==> config.mk <==
export PLATFORM = sky130hd
export DESIGN_NAME = arp_reply_sched
export DESIGN_NICKNAME = d
export VERILOG_FILES = /design/src/rtl/arp_pkg.sv /design/src/rtl/arp_target_fifo.sv /design/src/rtl/arp_reply_sched.sv
export SDC_FILE = /design/constraint.sdc
export NUM_CORES = 1
export LEC_CHECK = 0
export BUFFER_PORTS_ARGS = -buffer_cell sky130_fd_sc_hd__buf_4
export CORE_ASPECT_RATIO = 0.75
export CORE_UTILIZATION = 52
export CTS_CLUSTER_SIZE = 10
export DETAILED_ROUTE_END_ITERATION = 8
export PLACE_DENSITY_LB_ADDON = 0.15
export SYNTH_ARGS = -nofsm -noshare
export SYNTH_HDL_FRONTEND = slang
export SYNTH_SLANG_ARGS = --single-unit
export TNS_END_PERCENT = 1
==> constraint.sdc <==
create_clock -name clk -period 3.5 [get_ports clk]
set_input_delay 0.7 -clock clk [delete_from_list [all_inputs] [get_ports clk]]
set_output_delay 0.7 -clock clk [all_outputs]
set_load 0.02 [all_outputs]
==> src/rtl/arp_pkg.sv <==
// Shared types for the ARP reply scheduler: target bundle,
// FSM state encoding and address widths.
package arp_pkg;

  localparam int ARP_TPA_W = 32;
  localparam int ARP_THA_W = 48;

  typedef struct packed {
    logic [ARP_THA_W-1:0] tha;
    logic [ARP_TPA_W-1:0] tpa;
  } arp_target_t;

  typedef enum logic [2:0] {
    IDLE,
    REQ,
    START,
    SEND,
    GAP
  } arp_state_e;

endpackage

==> src/rtl/arp_target_fifo.sv <==
// Circular FIFO of pending ARP reply targets; exposes the raw
// entries and a per-entry valid vector so callers can search it.
module arp_target_fifo
  import arp_pkg::*;
#(
  parameter int DEPTH = 4,
  localparam int AW = $clog2(DEPTH)
) (
  input  logic                    clk,
  input  logic                    rst,
  input  logic                    i_push,
  input  arp_target_t             i_din,
  input  logic                    i_pop,
  output arp_target_t             o_head,
  output logic                    o_full,
  output logic                    o_empty,
  output logic [AW:0]             o_count,
  output logic [DEPTH-1:0]        o_valid,
  output arp_target_t [DEPTH-1:0] o_mem
);

  localparam int unsigned FULLN = DEPTH;

  arp_target_t [DEPTH-1:0] r_mem;
  logic [AW-1:0]           r_wr;
  logic [AW-1:0]           r_rd;
  logic [AW:0]             r_cnt;
  logic                    w_push;
  logic                    w_pop;

  assign o_full  = (r_cnt == FULLN[AW:0]);
  assign o_empty = (r_cnt == '0);
  assign o_count = r_cnt;
  assign o_head  = r_mem[r_rd];
  assign o_mem   = r_mem;

  // full comes from the registered count, so a pop never frees a slot
  // for a push in the same cycle
  assign w_push = i_push && !o_full;
  assign w_pop  = i_pop && !o_empty;

  always_ff @(posedge clk) begin
    if (rst) begin
      r_wr  <= '0;
      r_rd  <= '0;
      r_cnt <= '0;
    end else begin
      if (w_push) begin
        r_mem[r_wr] <= i_din;
        r_wr        <= r_wr + 1'b1;
      end
      if (w_pop) r_rd <= r_rd + 1'b1;
      unique case ({w_push, w_pop})
        2'b10:   r_cnt <= r_cnt + 1'b1;
        2'b01:   r_cnt <= r_cnt - 1'b1;
        default: r_cnt <= r_cnt;
      endcase
    end
  end

  always_comb begin
    logic [AW-1:0] off;
    o_valid = '0;
    off     = '0;
    for (int i = 0; i < DEPTH; i++) begin
      off        = AW'(i) - r_rd;
      o_valid[i] = ({1'b0, off} < r_cnt);
    end
  end

endmodule

==> src/rtl/arp_reply_sched.sv <==
// Schedules queued ARP replies onto the shared MAC TX path.
// Optional ARP_DEDUP_EN drops requests whose TPA is already pending.
module arp_reply_sched
  import arp_pkg::*;
#(
  parameter int DEPTH      = 4,
  parameter int IFG_CYCLES = 24,
  parameter int TIMEOUT    = 255
) (
  input  logic                 clk,
  input  logic                 rst,
  input  logic                 req_valid,
  output logic                 req_ready,
  input  logic [ARP_THA_W-1:0] req_tha,
  input  logic [ARP_TPA_W-1:0] req_tpa,
  output logic                 tx_req,
  input  logic                 tx_gnt,
  output logic                 enc_en,
  output logic [ARP_THA_W-1:0] enc_tha,
  output logic [ARP_TPA_W-1:0] enc_tpa,
  input  logic                 enc_ovalid,
  output logic                 busy,
  output logic [7:0]           drop_cnt,
  output logic                 timeout_err
);

  localparam int AW = $clog2(DEPTH);
`ifdef ARP_DEDUP_EN
  localparam bit DEDUP = 1'b1;
`else
  localparam bit DEDUP = 1'b0;
`endif

  arp_state_e              r_state;
  arp_state_e              w_next;
  logic [ARP_THA_W-1:0]    r_tha;
  logic [ARP_TPA_W-1:0]    r_tpa;
  logic [7:0]              r_wd;
  logic [15:0]             r_gap;
  logic [7:0]              r_drop;

  arp_target_t             w_din;
  arp_target_t             w_head;
  arp_target_t [DEPTH-1:0] w_mem;
  logic [DEPTH-1:0]        w_valid;
  logic [AW:0]             w_cnt;
  logic                    w_full;
  logic                    w_empty;
  logic                    w_push;
  logic                    w_pop;
  logic                    w_latch;
  logic                    w_dup;
  logic                    w_fly;

  assign w_din     = '{tha: req_tha, tpa: req_tpa};
  assign req_ready = !w_full;
  assign w_push    = req_valid && req_ready && !w_dup;
  assign w_fly     = (r_state == START) || (r_state == SEND);

  always_comb begin
    w_dup = w_fly && (r_tpa == req_tpa);
    for (int i = 0; i < DEPTH; i++) begin
      if (w_valid[i] && (w_mem[i].tpa == req_tpa)) w_dup = 1'b1;
    end
    w_dup = w_dup && DEDUP;
  end

  arp_target_fifo #(.DEPTH(DEPTH)) u_fifo (
    .clk     (clk),
    .rst     (rst),
    .i_push  (w_push),
    .i_din   (w_din),
    .i_pop   (w_pop),
    .o_head  (w_head),
    .o_full  (w_full),
    .o_empty (w_empty),
    .o_count (w_cnt),
    .o_valid (w_valid),
    .o_mem   (w_mem)
  );

  always_comb begin
    w_next      = r_state;
    w_pop       = 1'b0;
    w_latch     = 1'b0;
    tx_req      = 1'b0;
    enc_en      = 1'b0;
    timeout_err = 1'b0;
    unique case (r_state)
      IDLE: if (!w_empty) w_next = REQ;
      REQ: begin
        tx_req = 1'b1;
        if (tx_gnt) begin
          w_latch = 1'b1;
          w_next  = START;
        end
      end
      START, SEND: begin
        tx_req = 1'b1;
        enc_en = 1'b1;
        if (r_wd == 8'(TIMEOUT)) begin
          timeout_err = 1'b1;
          w_pop       = 1'b1;
          w_next      = GAP;
        end else if (r_state == START) begin
          if (enc_ovalid) w_next = SEND;
        end else if (!enc_ovalid) begin
          w_pop  = 1'b1;
          w_next = GAP;
        end
      end
      GAP:     if (r_gap == '0) w_next = IDLE;
      default: w_next = IDLE;
    endcase
  end

  always_ff @(posedge clk) begin
    if (rst) begin
      r_state <= IDLE;
      r_tha   <= '0;
      r_tpa   <= '0;
      r_wd    <= '0;
      r_gap   <= '0;
      r_drop  <= '0;
    end else begin
      r_state <= w_next;
      if (w_latch) begin
        r_tha <= w_head.tha;
        r_tpa <= w_head.tpa;
      end
      if (w_latch) r_wd <= '0;
      else if (w_fly) r_wd <= r_wd + 8'd1;
      if (w_next == GAP && r_state != GAP) r_gap <= 16'(IFG_CYCLES);
      else if (r_state == GAP && r_gap != '0) r_gap <= r_gap - 16'd1;
      if (req_valid && !req_ready && r_drop != 8'hFF) r_drop <= r_drop + 8'd1;
    end
  end

  assign enc_tha  = r_tha;
  assign enc_tpa  = r_tpa;
  assign drop_cnt = r_drop;
  assign busy     = (r_state != IDLE) || (w_cnt != '0);

endmodule

; ---- After elaboration in Yosys (flattened, before gate mapping)
; Index checks and enable logic that the tools add are counted.
[totals]
out_inout_bits = 93
in_bits = 85
regBits = 442
wordCells = 91
[classes]
bitwise = 1
add_sub_neg = 7
mux = 26
n_lt_le_gt_ge = 3
eq_ne = 11
n_reduce_logical = 25
[op_table]
columns = op, n
row1 = bitwise mux 320 bit, 1
row2 = binary-select mux 80 bit (select 2 bit), 1
row3 = demux 80 bit (select 2 bit), 1
row4 = 2-to-1 mux 80 bit, 2
row5 = 2-to-1 mux 3 bit, 7
row6 = adder 8 x 1 -> 8 bit (second input constant), 2
row7 = logical NOT 16 bit, 1
row8 = nonzero test 16 bit, 1
row9 = subtractor 16 x 1 -> 16 bit (second input constant), 1
row10 = case mux 3 bit (4 select lines), 1
row11 = 2-to-1 mux 1 bit, 10
row12 = 2-to-1 mux 5 bit, 2
row13 = equality test 3 bit (second input constant), 3
row14 = equality test 8 bit (second input constant), 1
row15 = logical AND 1 bit, 8
row16 = != test 8 bit (second input constant), 1
row17 = equality test 3 x 2 -> 1 bit (second input constant), 2
row18 = logical NOT 3 bit, 2
row19 = < comparator 2 x 3 -> 1 bit (second input constant), 2
row20 = case mux 3 bit (2 select lines), 1
row21 = nonzero test 3 bit, 2
row22 = OR reduction 2 bit, 3
row23 = adder 2 x 1 -> 2 bit (second input constant), 2
row24 = nonzero test 2 bit, 2
row25 = other kinds (12), 14

; ---- Logic depth before layout (Yosys ltp)
; Gate-level depths: netlist of run 1.
[logic_depth]
depth_word = 7
ltp_mapped = 11
depth_no_buf = 10

; ---- Modules after synthesis
; A second synthesis of run 1 with hierarchy kept.
[unflattened]
hier_cells = 1039
hier_area_um2 = 16638.5
[by_module_without_submodules]
columns = mod, seq_area_each_um2, area_per_inst_um2, cells_per_inst, instances
row1 = arp_target_fifo, 9749.4, 12166.7, 488, 1
row2 = arp_reply_sched, 2302.2, 4471.8, 551, 1

; ---- Worst setup path after synthesis of run 1
; No wires, ideal clock.
[synth_timing]
kind = input to register
from = in req_valid
to = reg u_fifo.r_mem (netlist bit u_fifo.o_mem[0]) (enable)
setup_time_ns = 0.447
cell_stages = 3
t_arrival_ns = 2.842
slack_ns = 0.211
path_buffers = 0
required_time_ns = 3.053
path_cell_list = nand2_1 -> nor2_1 -> and2_1
[synth_via]
elab_chain_cells = 3
[synth_lines]
columns = element, line_no
row1 = start: declaration, arp_reply_sched.sv:12  ; input logic req_valid,
row2 = logical AND 1 bit, arp_reply_sched.sv:57  ; assign w_push = req_valid && req_ready && !w_dup;
row3 = logical AND 1 bit, arp_target_fifo.sv:39  ; assign w_push = i_push && !o_full;
row4 = AND reduction 2 bit (no line), n/a
row5 = end signal: indexed assignment, arp_target_fifo.sv:49  ; r_mem[r_wr] <= i_din;
row6 = end: declaration, arp_target_fifo.sv:24  ; arp_target_t [DEPTH-1:0] r_mem;
; No other way between the ends.
; A chain may end at the register's enable or synchronous reset.

; ---- Worst setup path after layout of run 1
[layout_timing]
from = reg u_fifo.r_cnt[0], in the netlist u_fifo.o_count[0]
to = out busy
[layout_via]
elab_chain_cells = 2
[layout_lines]
columns = element, line_no
row1 = start: declaration, arp_target_fifo.sv:27  ; logic [AW:0] r_cnt;
row2 = start signal: assignment, arp_target_fifo.sv:54  ; 2'b10: r_cnt <= r_cnt + 1'b1;
row3 = start signal: assignment, arp_target_fifo.sv:55  ; 2'b01: r_cnt <= r_cnt - 1'b1;
row4 = start signal: assignment, arp_target_fifo.sv:56  ; default: r_cnt <= r_cnt;
row5 = nonzero test 3 bit, arp_reply_sched.sv:142  ; assign busy = (r_state != IDLE) || (w_cnt != '0);
row6 = logical OR 1 bit, arp_reply_sched.sv:142
row7 = end: declaration, arp_reply_sched.sv:22  ; output logic busy,
; No other way between the ends.

==> results of run 1 <==
-- Yosys cell counts (all sizes together) (2+ instances only) --
cell     instances
a21oi          103
a31oi            3
and2             5
and3             2
buf             10
clkbuf          43
dfxtp          122
edfxtp         320
ha               9
inv             10
mux4            80
nand2          167
nand2b           5
nand3            7
nand3b           2
nand4            5
nor2            28
nor2b            3
nor3             2
nor4             2
o2111ai          2
o211ai           2
o21ai           18
o31ai            5
or2              3
or3             18
or3b             2
or4             11
or4b             3
xnor2            2
xor2            11
-- final cells by class --
cell class	instances	area share
diodes	1	0.000127
clock buffers	89	0.0721
clock inverters	3	0.00191
inverters	10	0.00191
multi-input cells	511	0.207
flip-flops and latches	442	0.613
well taps	399	0.0254
repair buffers	196	0.0792
-- metal layers --
| layer | share of wire | track usage |
|---|---|---|
| met5 | 0 | 0 |
| met4 | 0.021 | 0.0627 |
| met3 | 0.064 | 0.0484 |
| met2 | 0.46 | 0.325 |
| met1 | 0.45 | 0.304 |
-- worst reg2reg max path, cell delays in order, from the launching register on --
cell	delay [ns]
dfxtp_1	0.37
ha_1	0.25
a41oi_1	0.25
nand2b_1	0.31
nor2_1	0.14
ha_1	0.19
inv_1	0.06
fa_1	0.38
xor2_1	0.17
or3_1	0.30
a21oi_1	0.13
-- stage by stage --
stage	instances	util
3_3_place_gp	1558	0.596
2_1_floorplan	1016	-
6_report	1651	0.644
4_1_cts	1650	0.644
3_5_place_dp	1558	0.596
5_1_grt	1651	0.644
-- cell families (layout without fill, tap and decap cells) --
group,after synthesis,count (layout),synth area share
AOI/OAI and AO/OA,137,137,0.0445
buffers and inverters,63,298,0.0150
other,0,1,0
muxes,82,82,0.112
DFF,442,442,0.738
xor gates and xnor gates,13,13,0.00697
and+or+nand+nor,269,269,0.0759
adders and majority gates,10,10,0.00812
-- state kept, by name, indices dropped and copies added, names as in the netlist --
register / flops
u_fifo.o_mem: 320
enc_tha: 48
enc_tpa: 32
r_gap: 16
drop_cnt: 8
r_wd: 8
r_state: 3
u_fifo.o_count: 3
u_fifo.r_rd: 2
u_fifo.r_wr: 2
-- power breakdown --
part / switching, mW / internal [mW] / total, mW
Combinational: 0.421 / 0.276 / 0.698
Sequential: 0.0708 / 5.79 / 5.86
Clock: 1.95 / 2.73 / 4.68
Total: 2.44 / 8.80 / 11.2
-- path summary, 6_finish.rpt --
path | cells after the start | slack [ns] | to | from
max | 3 | 0.82 | busy | u_fifo.o_count[0]
min | 1 | 0.34 | u_fifo.o_mem[166] | req_tpa[6]
max reg2reg | 10 | 0.87 | u_fifo.o_count[2] | r_wd[0]
min reg2reg | 2 | 0.45 | enc_tha[4] | enc_tha[4]
==> flow_summary.json, run 1 <==
{
  "status": "finished with violations",
  "violations": "design-rule violations",
  "antenna_left": 0,
  "wl_per_cell_um": 19.8,
  "clk_latency_ns": 0.56,
  "final_common_cell": "edfxtp_1",
  "synthCells": 1016,
  "final_cell_area_mm2": 0.0197,
  "totalPowerFinal_mw": 11.2,
  "cpPeakStageDelay_ns": 0.56,
  "clk_pin_slew_ns": 0.06,
  "die_h_um": 155,
  "setup_tns_ns": 0,
  "worstSetupEndpointType": "output port",
  "hold_buffers": 0,
  "crit_arrival_ns": 1.98,
  "chipWidth_um": 207,
  "hold_viol_final": 0,
  "synth_area_leaders": "edfxtp_1 (59%), dfxtp_1 (15%), mux4_2 (11%), nand2_1 (3.8%), a21oi_1 (3.2%)",
  "cts_tree": "yes",
  "ys.flop_type": "edfxtp_1",
  "antenna_found_initial": 1,
  "first_pass_iters": 7,
  "register_area_mm2": 0.0121,
  "syn-num-nets": 1111,
  "synth-warning-count": 0,
  "finalSetupViolCount": 0,
  "cts_resized": 0,
  "yosysTopAreaCell": "edfxtp_1",
  "critPathBufInv": 1,
  "io_pins": 178,
  "grt_pass1_vias": 9241,
  "cellLeakagePower_nw": 6.63,
  "grt_max_degree": 81,
  "cts.sinks": 442,
  "drt-vias-per-instance": 5.53,
  "dpl_cell_area_mm2": 0.0182,
  "min_path_type": "primary input to register",
  "post-dp-hpwl_um": 19300,
  "vias": 9127,
  "holdWs_ns": 0.341,
  "drive_gt1_frac": 0.280,
  "syn-cell-area_mm2": 0.0163,
  "final_cell_mix": "edfxtp_1 (320), buf_4 (189), nand2_1 (167), dfxtp_1 (120), a21oi_1 (103)",
  "slew_headroom": 0.350,
  "ys_seq_area_frac": 0.738,
  "async_flop_share": 0,
  "fin_crit_ns": 2.68,
  "tightest_slew_ns": 0.966,
  "multi_input_area_mm2": 0.00406,
  "grt_usage": 0.212,
  "rsz0062_at_grt": "no",
  "synth_seq_cells": 442,
  "rows": 55,
  "cp_slowest_cell": "or4_1",
  "cts-root-buf": "clkbuf_16",
  "synth_area_per_cell_um2": 16.1,
  "setup_ws_ns": 0.822,
  "routed_wl_um": 32700,
  "grt_pass1_wl_um": 51400,
  "cts_buffers": 50,
  "port-buffer-count": 177,
  "ir_drop_mv": 0.428,
  "crit_type": "register to output port",
  "globalRouteOverflowTotal": 0,
  "die_area_mm2": 0.0321,
  "cts-htree-levels": 2,
  "synth_top_area_frac": 0.588,
  "max_freq_ghz": 0.373,
  "gp_congestion": 0.772,
  "core-area_mm2": 0.0306,
  "cap_violations": 0,
  "critPathRequiredTime_ns": 2.80,
  "initial_utilization": 0.535,
  "p_per_area_mw_per_mm2": 571,
  "syn_to_final_growth_pct": 20.5,
  "crit_path_max_fanout": 6,
  "cp_top_family": "simple AND/OR/NAND/NOR gates",
  "drc_errors": 10,
  "dpl_worst_slack_ns": 0.713,
  "timing.final.crit_share": 0.765,
  "synthDistinctLibCells": 48,
  "clockBufferDepth": 3,
  "synth-edff-count": 320,
  "nFillCells": 2233,
  "path_cells": "or4_1, or3_1, buf_4",
  "fin_nets": 1306,
  "first_iter_violations": 563,
  "finClkSkew_ns": 0.0125,
  "cts_setup_buffers": 0,
  "start_kind": "register",
  "drv_slew": 0
}
No activity file was read; power rests on OpenSTA's default activity.
==> run 2: changes to the inputs <==
Clock period 3.5 ns to 2.3 ns, I/O delays scaled along.
==> run 2 against run 1 <==
Against the previous run:
- the flow finishes with violations (design-rule violations, negative setup slack)
- combinational power grew 65%
- via count rose by 1.5%
- flip-flop and latch count did not move
- register-to-register slack got worse by 0.85 ns
- critical endpoint unchanged
==> flow_summary.json, run 2 (same netlist as run 1, synthesis figures left out) <==
{
  "status": "finished with violations",
  "violations": "design-rule violations, negative setup slack",
  "worstSetupEndpointType": "output port",
  "cts-root-buf": "clkbuf_16",
  "fin_nets": 1335,
  "max_freq_ghz": 0.407,
  "drc_errors": 8,
  "drv_slew": 0,
  "syn_to_final_growth_pct": 22.8,
  "grt_pass1_vias": 9407,
  "cp_common_cell": "buf_6",
  "chipWidth_um": 207,
  "port-buffer-count": 177,
  "hold_buffers": 0,
  "drt-vias-per-instance": 5.53,
  "clockBufferDepth": 3,
  "reg2reg_from": "r_wd[6]",
  "rrSetupSlack_ns": 0.02,
  "clk_pin_slew_ns": 0.06,
  "setup_tns_ns": -0.156,
  "largest_reg_flops": 320,
  "clk_latency_ns": 0.57,
  "gp_congestion": 0.766,
  "cellLeakagePower_nw": 6.82,
  "grt_max_degree": 72,
  "final_common_cell": "edfxtp_1",
  "nFillCells": 2228,
  "die_area_mm2": 0.0321,
  "wl_per_cell_um": 19.9,
  "first_iter_violations": 645,
  "dpl_worst_slack_ns": -0.101,
  "worstHoldStart": "req_tha[45]",
  "slew_headroom": 0.652,
  "crit_type": "register to output port",
  "first_pass_iters": 6,
  "cp_top_family": "simple AND/OR/NAND/NOR gates",
  "rsz0062_at_grt": "yes",
  "grt_pass1_wl_um": 51600,
  "globalRouteOverflowTotal": 0,
  "drive_gt1_frac": 0.307,
  "diodes": 0,
  "crit_path_max_fanout": 2,
  "initial_utilization": 0.535,
  "tightest_slew_ns": 0.521,
  "register_area_mm2": 0.0121,
  "min_path_type": "primary input to register",
  "multi_input_area_mm2": 0.00410,
  "io_pins": 178,
  "cpPeakStageDelay_ns": 0.52,
  "grt_usage": 0.213,
  "p_per_area_mw_per_mm2": 850,
  "cts_buffers": 50,
  "final_cell_mix": "edfxtp_1 (320), buf_4 (204), nand2_1 (167), dfxtp_1 (115), a21oi_1 (103)",
  "cts-htree-levels": 2,
  "fin_cells": 1674,
  "finalSetupViolCount": 1,
  "critPathBufInv": 2,
  "core-area_mm2": 0.0306,
  "antenna_found_initial": 0,
  "hold_viol_final": 0,
  "rows": 55,
  "cap_violations": 0,
  "vias": 9262,
  "timing.final.crit_share": 1.07,
  "antenna_left": 0,
  "dp_cells": 1587,
  "cp_slowest_cell": "or4_4",
  "start_kind": "register",
  "ir_drop_mv": 0.778,
  "startpoint": "u_fifo.o_count[1]",
  "die_h_um": 155,
  "fin_crit_ns": 2.46,
  "routed_wl_um": 33300,
  "critPathRequiredTime_ns": 1.84,
  "finClkSkew_ns": 0.0201,
  "cts_tree": "yes",
  "post-dp-hpwl_um": 20100,
  "path_cells": "buf_6, or4_4, or3_4, buf_6",
  "cts.sinks": 442,
  "setup_ws_ns": -0.156,
  "crit_arrival_ns": 2.00
}
## run 2: final cells by class
class,instances,area share
clock buffers,84,0.0692
clock inverters,3,0.00237
inverters,10,0.00187
multi-input cells,511,0.204
flip-flops and latches,442,0.601
well taps,399,0.0249
repair buffers,225,0.0960
## run 2: final timing paths
kind	endpoint	cells after the start
hold / removal	u_fifo.o_mem[157]	1
hold reg to reg	enc_tpa[4]	2
setup / recovery	busy	4
setup reg to reg	u_fifo.o_count[2]	10
## run 2: metrics by stage
stage / hold WS, ns / power [mW] / cell area, µm² / util
after floorplan: 0.447 / 9.61 / 16300 / -
after global placement: 0.444 / 10.2 / 18600 / 0.608
after detailed placement: 0.448 / 10.2 / 18600 / 0.608
after CTS: 0.0694 / 17.2 / 20100 / 0.656
after global routing: 0.0757 / 17.7 / 20100 / 0.657
final: 0.0963 / 17.1 / 20100 / 0.657
## run 2: power breakdown
group	leakage (nW)	switching [mW]	total (mW)	internal (mW)
sequential	3.90	0.0953	8.91	8.81
clock	0.682	2.91	7.00	4.09
combinational	2.24	0.673	1.15	0.482
total	6.82	3.68	17.1	13.4
## run 2: layer usage
layer,share of wire,GRT usage,vias to the layer above
met1,0.44,0.297,4672
met3,0.072,0.0526,36
met2,0.48,0.338,246
li1,-,-,4308
met4,0.013,0.0550,0
met5,0,0,-
## run 2: what timing repair did
item,4_1_cts,5_1_grt
setup buffers,1,0
pin swaps,2,1
gates resized for setup,11,5
setup endpoints to repair,2,6
==> run 3: changes to the inputs <==
Settings changed: CELL_PAD_IN_SITES_DETAIL_PLACEMENT set to 0, CELL_PAD_IN_SITES_GLOBAL_PLACEMENT set to 1, CORE_UTILIZATION 52 to 44, PLACE_DENSITY_LB_ADDON 0.15 to 0.1.
==> run 3 against run 2 <==
Against the previous run:
- first-iteration DRC count is 0.78% higher
- sequential share of layout area is 0.65 points lower
- sequential power hardly changed
- non-clock buffer count is 6 higher
- wire length is 4.7% higher
- combinational power hardly changed
- the flow finishes with violations (negative setup slack)
- hold slack worse by 0.0071 ns
- die area is 18% higher
- design area is 1.1% higher
- via count is 0.76% lower
- worst setup slack better by 0.0095 ns
- maximum frequency is 0.39% higher
==> flow_summary.json, run 3 (same netlist as run 1, synthesis figures left out) <==
{
  "grt_max_degree": 81,
  "crit_arrival_ns": 1.99,
  "gp_congestion": 0.743,
  "tightest_slew_ns": 0.676,
  "finClkSkew_ns": 0.0230,
  "largest_reg_flops": 320,
  "wl_per_cell_um": 19.6,
  "cap_violations": 0,
  "setup_ws_ns": -0.146,
  "crit_path_end": "busy",
  "drc_errors": 0,
  "cts-root-buf": "clkbuf_16",
  "fin_crit_ns": 2.45,
  "cellLeakagePower_nw": 6.88,
  "crit_path_max_fanout": 4,
  "globalRouteOverflowTotal": 0,
  "post-dp-hpwl_um": 20800,
  "dpl_cell_area_mm2": 0.0188,
  "port-buffer-count": 177,
  "fin_nets": 1341,
  "worstSetupEndpointType": "output port",
  "totalPowerFinal_mw": 17.2,
  "p_per_area_mw_per_mm2": 849,
  "clockBufferDepth": 3,
  "nFillCells": 3006,
  "final_cell_mix": "edfxtp_1 (320), buf_4 (207), nand2_1 (167), dfxtp_1 (118), a21oi_1 (103)",
  "rows": 60,
  "critPathRequiredTime_ns": 1.84,
  "antenna_found_initial": 0,
  "hold_buffers": 0,
  "first_pass_iters": 5,
  "rsz0062_at_grt": "yes",
  "cts.sinks": 442,
  "grt_usage": 0.188,
  "max_freq_ghz": 0.409,
  "ir_drop_mv": 0.609,
  "hold_viol_final": 0,
  "clk_latency_ns": 0.57,
  "die_area_mm2": 0.0379,
  "start_kind": "register",
  "finalSetupViolCount": 1,
  "grt_pass1_wl_um": 54500,
  "drt-vias-per-instance": 5.16,
  "grt_pass1_vias": 9508,
  "rrSetupSlack_ns": 0.04,
  "crit_type": "register to output port",
  "vias": 9192,
  "initial_utilization": 0.451,
  "first_iter_violations": 650,
  "startpoint": "u_fifo.o_count[2]",
  "io_pins": 178,
  "diodes": 0,
  "slew_headroom": 0.549,
  "worst_r2r_path_depth": 10,
  "drive_gt1_frac": 0.307,
  "status": "finished with violations",
  "core-area_mm2": 0.0362,
  "clk_pin_slew_ns": 0.06,
  "reg2reg_from": "r_wd[6]",
  "violations": "negative setup slack",
  "drv_slew": 0,
  "min_path_type": "primary input to register",
  "die_h_um": 169,
  "routed_wl_um": 34800,
  "final_common_cell": "edfxtp_1",
  "antenna_left": 0,
  "cts_buffers": 50,
  "chipWidth_um": 224,
  "final_cell_area_mm2": 0.0203,
  "cts_tree": "yes",
  "reg2reg_to": "u_fifo.o_count[2]",
  "timing.final.crit_share": 1.06,
  "setup_tns_ns": -0.146,
  "cts-htree-levels": 2,
  "syn_to_final_growth_pct": 24.1
}
==> run 3: final cells by class <==
type,count,area (µm²),share of cell area
Multi-Input combinational cell,511,4100,0.202
Inverter,10,37.5,0.00185
Timing Repair Buffer,231,2010,0.0991
Clock inverter,4,38.8,0.00191
Clock buffer,87,1410,0.0696
Sequential cell,442,12100,0.595
Tap cell,496,621,0.0306
==> run 3: layer usage <==
layer / track usage / vias up / part of all wire
met5: 0 / - / 0
met4: 0.0521 / 0 / 0.021
met3: 0.0410 / 59 / 0.057
met2: 0.308 / 199 / 0.48
met1: 0.255 / 4594 / 0.44
li1: - / 4340 / -
==> run 3: worst min-delay path by stage <==
stage / from / endpoint / slack (ns) / cells past startpoint
6_report: req_tpa[6] / u_fifo.o_mem[6] / 0.09 / 1
4_1_cts: req_tpa[6] / u_fifo.o_mem[6] / 0.05 / 1
2_1_floorplan: r_gap[14] / r_gap[14] / 0.45 / 2
3_3_place_gp: enc_tpa[25] / enc_tpa[25] / 0.44 / 2
3_5_place_dp: enc_tpa[26] / enc_tpa[26] / 0.45 / 2
5_1_grt: req_tpa[6] / u_fifo.o_mem[6] / 0.06 / 1
==> run 3: power breakdown <==
group | internal [mW] | switching (mW)
Clock | 4.14 | 3.01
Sequential | 8.81 | 0.0974
Combinational | 0.485 | 0.670
Total | 13.4 | 3.78
==> run 3: per-stage QoR <==
stage	cells	util	hold WS (ns)	setup WS, ns
2_1_floorplan	1016	-	0.447	-0.0476
3_3_place_gp	1688	0.519	0.442	-0.0694
5_1_grt	1781	0.560	0.0650	-0.180
3_5_place_dp	1688	0.519	0.447	-0.0691
6_report	1781	0.560	0.0892	-0.146
4_1_cts	1779	0.559	0.0522	-0.214
==> run 3: worst max-delay path: stages (launching register included) <==
cell and delay [ns]:
dfxtp_2 0.32, buf_6 0.12, or4_4 0.51, or3_4 0.34, buf_6 0.14
==> run 3: repair_timing <==
action                                  4_1_cts  5_1_grt
endpoints found under the setup margin        2        6
endpoints found under the hold margin         0        0
gates cloned                                  0        0
pin swaps                                     2        2
gates resized for setup                       6        6
buffers inserted                              1        2
